<file path="config.mk">
export PLATFORM = sky130hd
export DESIGN_NAME = alu_operand_sequencer
export DESIGN_NICKNAME = d
export VERILOG_FILES = /design/src/rtl/alu_seq_pkg.sv /design/src/rtl/button_debouncer.sv /design/src/rtl/alu_operand_sequencer.sv
export SDC_FILE = /design/constraint.sdc
export NUM_CORES = 1
export LEC_CHECK = 0
export ABC_AREA = 0
export CAP_MARGIN = 25
export CORE_MARGIN = 2
export CORE_UTILIZATION = 50
export CTS_CLUSTER_DIAMETER = 100
export DETAILED_ROUTE_END_ITERATION = 8
export DONT_BUFFER_PORTS = 1
export PLACE_DENSITY = 0.61
export SETUP_SLACK_MARGIN = 0.1
export SYNTH_ARGS = -nofsm -noshare
export SYNTH_HDL_FRONTEND = slang
export SYNTH_SLANG_ARGS = --single-unit
export TNS_END_PERCENT = 50
</file>
<file path="constraint.sdc">
create_clock -name clk -period 2.4 [get_ports clk]
set_input_delay 0.72 -clock clk [delete_from_list [all_inputs] [get_ports clk]]
set_output_delay 0.72 -clock clk [all_outputs]
set_load 0.1 [all_outputs]
</file>
<file path="src/rtl/alu_seq_pkg.sv">
// Shared types and constants for the ALU operand sequencer.
// The state encoding is fixed because state_o drives LEDs directly.
package alu_seq_pkg;

  localparam int DEBOUNCE_DEFAULT = 500000;

  typedef enum logic [1:0] {
    S_LOAD_A  = 2'b00,
    S_LOAD_B  = 2'b01,
    S_LOAD_OP = 2'b10,
    S_READY   = 2'b11
  } state_t;

endpackage

</file>
<file path="src/rtl/button_debouncer.sv">
// Synchronises a raw push-button, filters bounce and emits one pulse per accepted press.
module button_debouncer
  import alu_seq_pkg::*;
#(
  parameter int DEBOUNCE_CYCLES = DEBOUNCE_DEFAULT
) (
  input  logic clk,
  input  logic rst_n,
  input  logic btn_raw,
  output logic press_pulse
);

  localparam int CW = $clog2(DEBOUNCE_CYCLES + 1);
  localparam logic [CW-1:0] CNT_LAST = CW'(DEBOUNCE_CYCLES - 1);

  logic          r_meta;
  logic          r_sync;
  logic          r_stable;
  logic          r_stable_d;
  logic          r_pulse;
  logic [CW-1:0] r_count;

  // A new level is accepted only after it has differed from the accepted level for DEBOUNCE_CYCLES samples.
  always_ff @(posedge clk or negedge rst_n) begin
    if (!rst_n) begin
      r_meta     <= 1'b0;
      r_sync     <= 1'b0;
      r_stable   <= 1'b0;
      r_stable_d <= 1'b0;
      r_pulse    <= 1'b0;
      r_count    <= '0;
    end else begin
      r_meta     <= btn_raw;
      r_sync     <= r_meta;
      r_stable_d <= r_stable;
      r_pulse    <= r_stable & ~r_stable_d;
      if (r_sync == r_stable) begin
        r_count <= '0;
      end else if (r_count == CNT_LAST) begin
        r_stable <= r_sync;
        r_count  <= '0;
      end else begin
        r_count <= r_count + CW'(1);
      end
    end
  end

  assign press_pulse = r_pulse;

endmodule

</file>
<file path="src/rtl/alu_operand_sequencer.sv">
// Builds a registered ALU operand set (a, b, op, add/sub selects) in three button-driven load steps.
module alu_operand_sequencer
  import alu_seq_pkg::*;
#(
  parameter int N               = 4,
  parameter int DEBOUNCE_CYCLES = DEBOUNCE_DEFAULT
) (
  input  logic         clk,
  input  logic         rst_n,
  input  logic [N-1:0] sw,
  input  logic [2:0]   op_sw,
  input  logic [1:0]   mode_sw,
  input  logic         btn_next,
  input  logic         btn_clear,
  output logic [N-1:0] a,
  output logic [N-1:0] b,
  output logic [2:0]   op,
  output logic         op_sum,
  output logic         op_subt,
  output logic         operands_valid,
  output logic         load_done,
  output logic [1:0]   state_o
);

  logic         w_next_pulse;
  logic         w_clear_pulse;
  state_t       r_state;
  state_t       w_state_next;
  logic         w_capture_a;
  logic         w_capture_b;
  logic         w_capture_op;
  logic [N-1:0] r_a;
  logic [N-1:0] r_b;
  logic [2:0]   r_op;
  logic         r_op_sum;
  logic         r_op_subt;
  logic         r_load_done;

  button_debouncer #(.DEBOUNCE_CYCLES(DEBOUNCE_CYCLES)) u_next_db (
    .clk         (clk),
    .rst_n       (rst_n),
    .btn_raw     (btn_next),
    .press_pulse (w_next_pulse)
  );

  button_debouncer #(.DEBOUNCE_CYCLES(DEBOUNCE_CYCLES)) u_clear_db (
    .clk         (clk),
    .rst_n       (rst_n),
    .btn_raw     (btn_clear),
    .press_pulse (w_clear_pulse)
  );

  always_ff @(posedge clk or negedge rst_n) begin
    if (!rst_n) begin
      r_state <= S_LOAD_A;
    end else begin
      r_state <= w_state_next;
    end
  end

  // Clear overrides next; a next pulse arriving together with clear is dropped.
  always_comb begin
    w_state_next = r_state;
    w_capture_a  = 1'b0;
    w_capture_b  = 1'b0;
    w_capture_op = 1'b0;
    if (w_clear_pulse) begin
      w_state_next = S_LOAD_A;
    end else if (w_next_pulse) begin
      unique case (r_state)
        S_LOAD_A: begin
          w_state_next = S_LOAD_B;
          w_capture_a  = 1'b1;
        end
        S_LOAD_B: begin
          w_state_next = S_LOAD_OP;
          w_capture_b  = 1'b1;
        end
        S_LOAD_OP: begin
          w_state_next = S_READY;
          w_capture_op = 1'b1;
        end
        S_READY: begin
          w_state_next = S_LOAD_A;
        end
      endcase
    end
  end

  // Leaving S_READY keeps the operands so the ALU result stays on display until the next loads.
  always_ff @(posedge clk or negedge rst_n) begin
    if (!rst_n) begin
      r_a         <= '0;
      r_b         <= '0;
      r_op        <= '0;
      r_op_sum    <= 1'b0;
      r_op_subt   <= 1'b0;
      r_load_done <= 1'b0;
    end else begin
      r_load_done <= w_capture_op;
      if (w_clear_pulse) begin
        r_a       <= '0;
        r_b       <= '0;
        r_op      <= '0;
        r_op_sum  <= 1'b0;
        r_op_subt <= 1'b0;
      end else begin
        if (w_capture_a) begin
          r_a <= sw;
        end
        if (w_capture_b) begin
          r_b <= sw;
        end
        if (w_capture_op) begin
          r_op      <= op_sw;
          r_op_sum  <= mode_sw[0];
          r_op_subt <= mode_sw[1];
        end
      end
    end
  end

  assign a              = r_a;
  assign b              = r_b;
  assign op             = r_op;
  assign op_sum         = r_op_sum;
  assign op_subt        = r_op_subt;
  assign load_done      = r_load_done;
  assign operands_valid = (r_state == S_READY);
  assign state_o        = r_state;

endmodule

</file>
# --- After elaboration in Yosys (flattened, before gate mapping) ---
# Cells that the tools add are included.
totals:
  regBits: 64
  in_bits: 13
  output_inout_bits: 17
  wordCells: 67
op_classes:
  addsub: 2
  eq_ne: 7
  mux: 26
  n_bitwise: 6
  n_reduce_logical: 7
op_table:
  columns: ["operator", "n"]
  rows:
  - ["$mux 19", 4]
  - ["$add 19x1->19 const B", 2]
  - ["$eq 19x19->1 const B", 2]
  - ["$mux 4", 4]
  - ["$mux 1", 13]
  - ["$pmux 2 s4", 1]
  - ["$reduce_bool 2->1", 4]
  - ["$mux 3", 2]
  - ["$eq 2x2->1 const B", 2]
  - ["$mux 2", 2]
  - ["$not 1->1", 4]
  - ["$reduce_and 2->1", 2]
  - ["$and 1x1->1", 2]
  - ["$eq 1x1->1", 2]
  - ["$eq 2x1->1 const B", 1]
  - ["$logic_not 2->1", 1]

# --- Longest topological paths before layout ---
# Gate-level depths: netlist of the first run.
logic_depth:
  ltp_word: 6
  ltp_mapped: 6
  mapped_depth_nobuf: 5

# --- Cells and area by module ---
# A second synthesis of the first run with hierarchy kept.
hier_totals:
  cells_unflattened: 288
  area_unflattened_um2: 3088.0
modules_own_cells:
  columns: ["module", "instances", "cells_each", "area_each_um2"]
  rows:
  - ["button_debouncer", 2, 108, 1136.1]
  - ["alu_operand_sequencer", 1, 72, 815.8]

# --- Worst setup path after synthesis of the first run ---
# Ideal clock, no wire load.
synth_timing:
  path_kind: "register to output"
  startpoint: "reg r_state[0] (netlist: state_o[0])"
  endpoint: "out operands_valid"
  t_arrival_ns: 1.896
  required_time_ns: 1.680
  slack_ns: -0.216
  path_stages_with_launch: 2
  n_path_buf: 0
  cell_sequence: "dfrtp_1 -> ha_1"
synth_via:
  elab_chain_len: 1
synth_lines:
  columns: ["item", "line_no", "text"]
  rows:
  - ["start: declaration", "alu_operand_sequencer.sv:27", "state_t r_state;"]
  - ["start signal: assignment", "alu_operand_sequencer.sv:57", "r_state <= w_state_next;"]
  - ["$eq 2x2->1", "alu_operand_sequencer.sv:129", "assign operands_valid = (r_state == S_READY);"]
  - ["end: declaration", "alu_operand_sequencer.sv:20", "output logic operands_valid,"]
# No other way between the ends.

# --- Final worst setup path of the first run ---
layout_timing:
  startpoint: "reg u_next_db.r_count[12]"
  endpoint: "reg u_next_db.r_count[8]"
layout_via:
  elab_chain_len: 3
layout_lines:
  columns: ["item", "line_no", "text"]
  rows:
  - ["start: declaration", "button_debouncer.sv:21", "logic [CW-1:0] r_count;"]
  - ["start signal: assignment", "button_debouncer.sv:43", "r_count <= r_count + CW'(1);"]
  - ["$eq 19x19->1", "button_debouncer.sv:39", "end else if (r_count == CNT_LAST) begin"]
  - ["$mux 19", "button_debouncer.sv:39", null]
  - ["$mux 19", "button_debouncer.sv:37", "if (r_sync == r_stable) begin"]
# No other way between the ends.
# A chain may end at the register's enable or synchronous reset.

==> results_dict.tcl, run 1 <==
set metrics [dict create \
    viasPerCell 5.40 \
    drtIter0Drc 123 \
    most-common-layout-cells "dfrtp_1, nor2_1, nand2_1" \
    vias 2067 \
    syn-cell-area_um2 2890 \
    startpoint_type "flip-flop" \
    clock_sinks 64 \
    worstPathMaxFanout 18 \
    critical-path-top-delay-family "simple AND/OR/NAND/NOR gates" \
    place_congestion 0.760 \
    clock_latency_ps 330 \
    ys_seq_elements 64 \
    die_y_um 80.1 \
    power_density_nw_per_um2 621 \
    fin_crit_ps 2160 \
    antenna_cells 0 \
    grt_pass1_wl_um 8980 \
    cts_tree "built" \
    post_cts_buffers 0 \
    status "finished clean" \
    die_area_um2 6410 \
    antenna_found_initial 0 \
    firstDrtPassIters 4 \
    ys_types 35 \
    grt_start_max_net_pins 65 \
    syn_to_final_growth_pct 14.3 \
    ys_seq_area_share_pct 55.3 \
    synth_nets 301 \
    postSynthCellCount 282 \
    cp.buffers_inverters 0 \
    cts_max_level 3 \
    core-area_um2 5540 \
    worst_ep_arrival_time_ps 2370 \
    antenna_left 0 \
    die_x_um 80.1 \
    maxCapViolCount 0 \
    grt_usage_pct 18.4 \
    post_cts_resized 0 \
    finalClockSkew_ps 6.28 \
    cpMaxStageDelayCell "or4_4" \
    io_pins 30 \
    cts-root-buf "clkbuf_8" \
    cts_buffer_depth 2 \
    power_leakage_nw 1.41 \
    start_util_pct 52.2 \
    slew_headroom_pct 62.7 \
    grt-ovfl-total 0 \
    drc_errors 0 \
    worstPathRequired_ps 2600 \
    layout_commonest_cell "dfrtp_1" \
    fin_crit_sh_pct 90.1 \
    ctsHoldBuffers 0 \
    tns_ps 0 \
    wl_per_cell_um 13.5 \
    finalMaxSlewViolations 0 \
    crit_chain "or4_1 > or4_4 > o21bai_4 > nor2_1" \
    fin_util_pct 59.7 \
    worstSetupPathType "reg2reg" \
    worstHoldPathType "in2async" \
    total_power_w 0.00205 \
    r2r_slack_ps 240 \
    numCtsBuffers 9 \
    setup_viol 0 \
    dpl.hpwl_um 3520 \
    nets 325 \
    final_hold_viol_count 0 \
    portBuffers 0 \
    tightestPinTransition_ps 559 \
    ir_drop_uv 339 \
    wirelength_um 5160 \
    num_rows 27 \
    clk_pin_slew_ps 70 \
    max_freq_mhz 462 \
    fill_cells 483 \
    syn_avg_cell_area_um2 10.3 \
    drive_gt1_share_pct 14.8 \
    rsz0062_at_grt "false" \
    critPathMaxStageDelay_ps 570 \
    grt_pass1_vias 2030 \
    end_kind "flip-flop" \
    yosysWarningCount 0 \
]
==> routing by layer <==
layer,global-route usage [%],wire length (um),up-vias
li1,-,-,1035
met1,23.7,2490,987
met2,28.5,2310,35
met3,4.38,225,10
met4,10.2,133,0
met5,0,0,-
==> flip-flops by register name, indices dropped and copies added, names as in the netlist, 2 cells and up <==
register,cells
op,3
state_o,2
u_clear_db.r_count,19
u_next_db.r_count,19
b,4
a,4
==> path summary, 6_finish.rpt <==
kind                                       startpoint               endpoint  depth (start not counted)
min in group clk                    u_clear_db.r_meta      u_clear_db.r_sync                          0
worst max-delay path            u_next_db.r_count[12]   u_next_db.r_count[8]                          4
max in group asynchronous                       rst_n             state_o[1]                          0
worst min register to register      u_clear_db.r_meta      u_clear_db.r_sync                          0
worst max register to register  u_next_db.r_count[12]   u_next_db.r_count[8]                          4
worst min-delay path                            rst_n  u_next_db.r_count[18]                          0
==> worst reg2reg max path: stages, from the launching register on <==
cell	delay, ps
dfrtp_1	430
or4_1	530
or4_4	570
o21bai_4	400
nor2_1	110
==> cell usage after synthesis <==
library cell  count  area, um2
a21oi_1          21        105
o21bai_4          1       18.8
or4_4             1       11.3
buf_2             1       5.00
and3_2            1       7.51
buf_6             1       11.3
nor4_1            5       31.3
or4b_2            1       10.0
nand3_1          26        130
xor2_1           14        123
clkbuf_1          6       22.5
nor2_1           36        135
xnor2_1          15        131
nand4_1          12       75.1
o31ai_2           1       12.5
or4_1             4       30.0
nand2b_1          1       6.26
o41ai_1           1       8.76
ha_1              6       75.1
o31ai_1           2       15.0
and4_1            3       26.3
inv_1             6       22.5
and3_1            2       12.5
nor2b_1           2       12.5
o21ai_0           5       25.0
nand2_1          27        101
mux2_2            2       22.5
dfrtp_1          64       1600
and2_1            1       6.26
nor3_1            3       15.0
mux2i_1           1       10.0
or3_1             6       37.5
or4b_1            1       10.0
nor4bb_1          2       20.0
or2_2             1       6.26
==> power breakdown <==
part	total (W)	leakage, nW	switching [W]	internal (W)
Sequential	0.00110	0.809	0.0000108	0.00109
Clock	0.000921	0.103	0.000387	0.000534
Combinational	0.0000310	0.496	0.0000179	0.0000131
Total	0.00205	1.41	0.000415	0.00164
==> through the flow <==
step | worst slack (ps) | std cells | hold slack, ps | instance area (um2)
after global routing | 130 | 383 | 53.6 | 3310
after global placement | 277 | 367 | 333 | 3110
after detailed placement | 238 | 367 | 338 | 3110
after CTS | 230 | 383 | 58.7 | 3310
after floorplan | 355 | 282 | 331 | 2900
final | 237 | 383 | 75.1 | 3310
==> layout make-up <==
type	instances	area [um2]	area share, %
Inverter	6	22.5	0.681
Timing Repair Buffer	21	158	4.77
Clock buffer	13	159	4.81
Multi-Input combinational cell	204	1230	37.3
Tap cell	72	90.1	2.72
Clock inverter	3	40.0	1.21
Sequential cell	64	1600	48.5
==> cells by family (layout without fill, tap and decap cells) <==
family | Yosys count | in the layout | share of synthesized area, %
flops | 64 | 64 | 55.3
mux | 3 | 3 | 1.12
compound gates | 31 | 31 | 6.40
xor+xnor | 29 | 29 | 8.78
fa+ha+maj | 6 | 6 | 2.59
simple gates | 135 | 135 | 23.6
buf+inv | 14 | 43 | 2.12
Power figures use the tool's default switching activity.
==> run 2: changes to the inputs <==
- SLEW_MARGIN: not set -> 20
==> results of run 2 <==
The final DEF is identical to that of run 1; final timing and power are the same.
==> edit, RTL diff (settings of run 2) <==
Set the package constant `DEBOUNCE_DEFAULT` to 2000000 (it was 500000).
--- a/src/rtl/alu_seq_pkg.sv
+++ b/src/rtl/alu_seq_pkg.sv
@@ -4,3 +4,3 @@
 
-  localparam int DEBOUNCE_DEFAULT = 500000;
+  localparam int DEBOUNCE_DEFAULT = 2000000;
 
Check against the original RTL: no difference found for any inputs over 10 cycles, from zero or initial values and one cycle with rst_n low; that may be too few to reach the edited logic, so the function may still have changed.
==> edit against run 2 <==
Worst setup slack got worse by 0.010 ns. Final area up 9.6%. Critical path depth is the same. Area after synthesis increased by 10%. Wire length is 18% higher. Clock power increased by 3.3%. Power increased by 5.1%. Sequential cell count increased by 4. Critical path type unchanged.
==> edit: results (changes against run 2) <==
Outcome
  – Outcome: finished, final reports clean (unchanged)

Global routing
  – GRT Overall Usage: 18.8% (was 18.4%)
  – M1 GR Usage: 25.0% (was 23.7%)
  – First-pass GRT wire length: 10.6 mm (was 8.98 mm)
  – Met3 usage: 4.45% (was 4.38%)
  – GRT met2 Usage: 28.2% (was 28.5%)
  – Vias in the first global route: 2237 (was 2030)

Final layout
  – Share of layout cells above drive strength 1: 15.4% (was 14.8%)
  – Fill count: 560 (was 483)
  – # nets final: 358 (was 325)

Timing
  – Max Fclk: 460 MHz (was 462 MHz)
  – Worst hold margin: 0.0648 ns (was 0.0751 ns)
  – Clock skew: 0.00932 ns (was 0.00628 ns)

Power
  – Total leakage power: 1.53 nW (was 1.41 nW)
  – Max VDD drop: 0.000346 V (was 0.000339 V)
  – Switch Pwr: 0.000479 W (was 0.000415 W)

Clocking
  – Clock latency on the worst-skew pair: 0.35 ns (was 0.33 ns)

Worst setup path
  – Slowest stage cell, crit path: or4b_1 (was or4_4)
  – CP Data Arrival Time: 2.41 ns (was 2.37 ns)
  – Setup crit end: u_next_db.r_stable$_DFFE_PN0P_ (was u_next_db.r_count[8]$_DFF_PN0_)

Logic synthesis
  – Compound-Gate Fraction of Synth Area: 8.55% (was 6.40%)
  – Post-synth top cells: 68 x dfrtp_1, 33 x nor2_1, 28 x nand2_1, 28 x nand3_1, 27 x a21oi_1 (was 64 x dfrtp_1, 36 x nor2_1, 27 x nand2_1, 26 x nand3_1, 21 x a21oi_1)
  – Mux cell area share after synthesis: 1.02% (was 1.12%)
  – Synth area leaders: dfrtp_1 53%, xnor2_1 4.7%, nand3_1 4.4% (was dfrtp_1 55%, nor2_1 4.7%, xnor2_1 4.5%)
  – Sequential element share of the synthesized area: 53.3% (was 55.3%)
  – Net Count, Synth: 335 (was 301)

Route
  – Vias: 2318 (was 2067)
  – DRT iter0 DRCs: 126 (was 123)

Placed design
  – Placement Cell Area: 3420 um2 (was 3110 um2)
  – Placed cell count: 405 (was 367)
edit: cell count changes after synthesis, moves of 4 or more:
cell | before | now
a21oi_1 | 21 | 27
inv_1 | 6 | 13
xor2_1 | 14 | 10
o21ai_0 | 5 | 9
dfrtp_1 | 64 | 68
edit: routing by layer:
layer	vias up	wire length, um
li1	1162	-
met1	1088	2860
met2	56	2780
met3	12	284
met4	0	141
met5	-	0
edit: final cells by class:
| type | count | share of cell area (%) |
|---|---|---|
| flip-flops and latches | 68 | 47.0 |
| multi-input cells | 224 | 38.3 |
| repair buffers | 23 | 5.11 |
| clock buffers | 10 | 3.80 |
| well taps | 77 | 2.66 |
| clock inverters | 6 | 1.76 |
| inverters | 13 | 1.35 |
edit: power by group through the flow:
stage	clock, W	combinational [W]	sequential, W
2_1_floorplan	0	0.0000319	0.00119
3_3_place_gp	0	0.0000371	0.00119
3_5_place_dp	0	0.0000381	0.00119
4_1_cts	0.000981	0.0000384	0.00117
5_1_grt	0.00103	0.0000437	0.00117
6_report	0.000951	0.0000376	0.00117
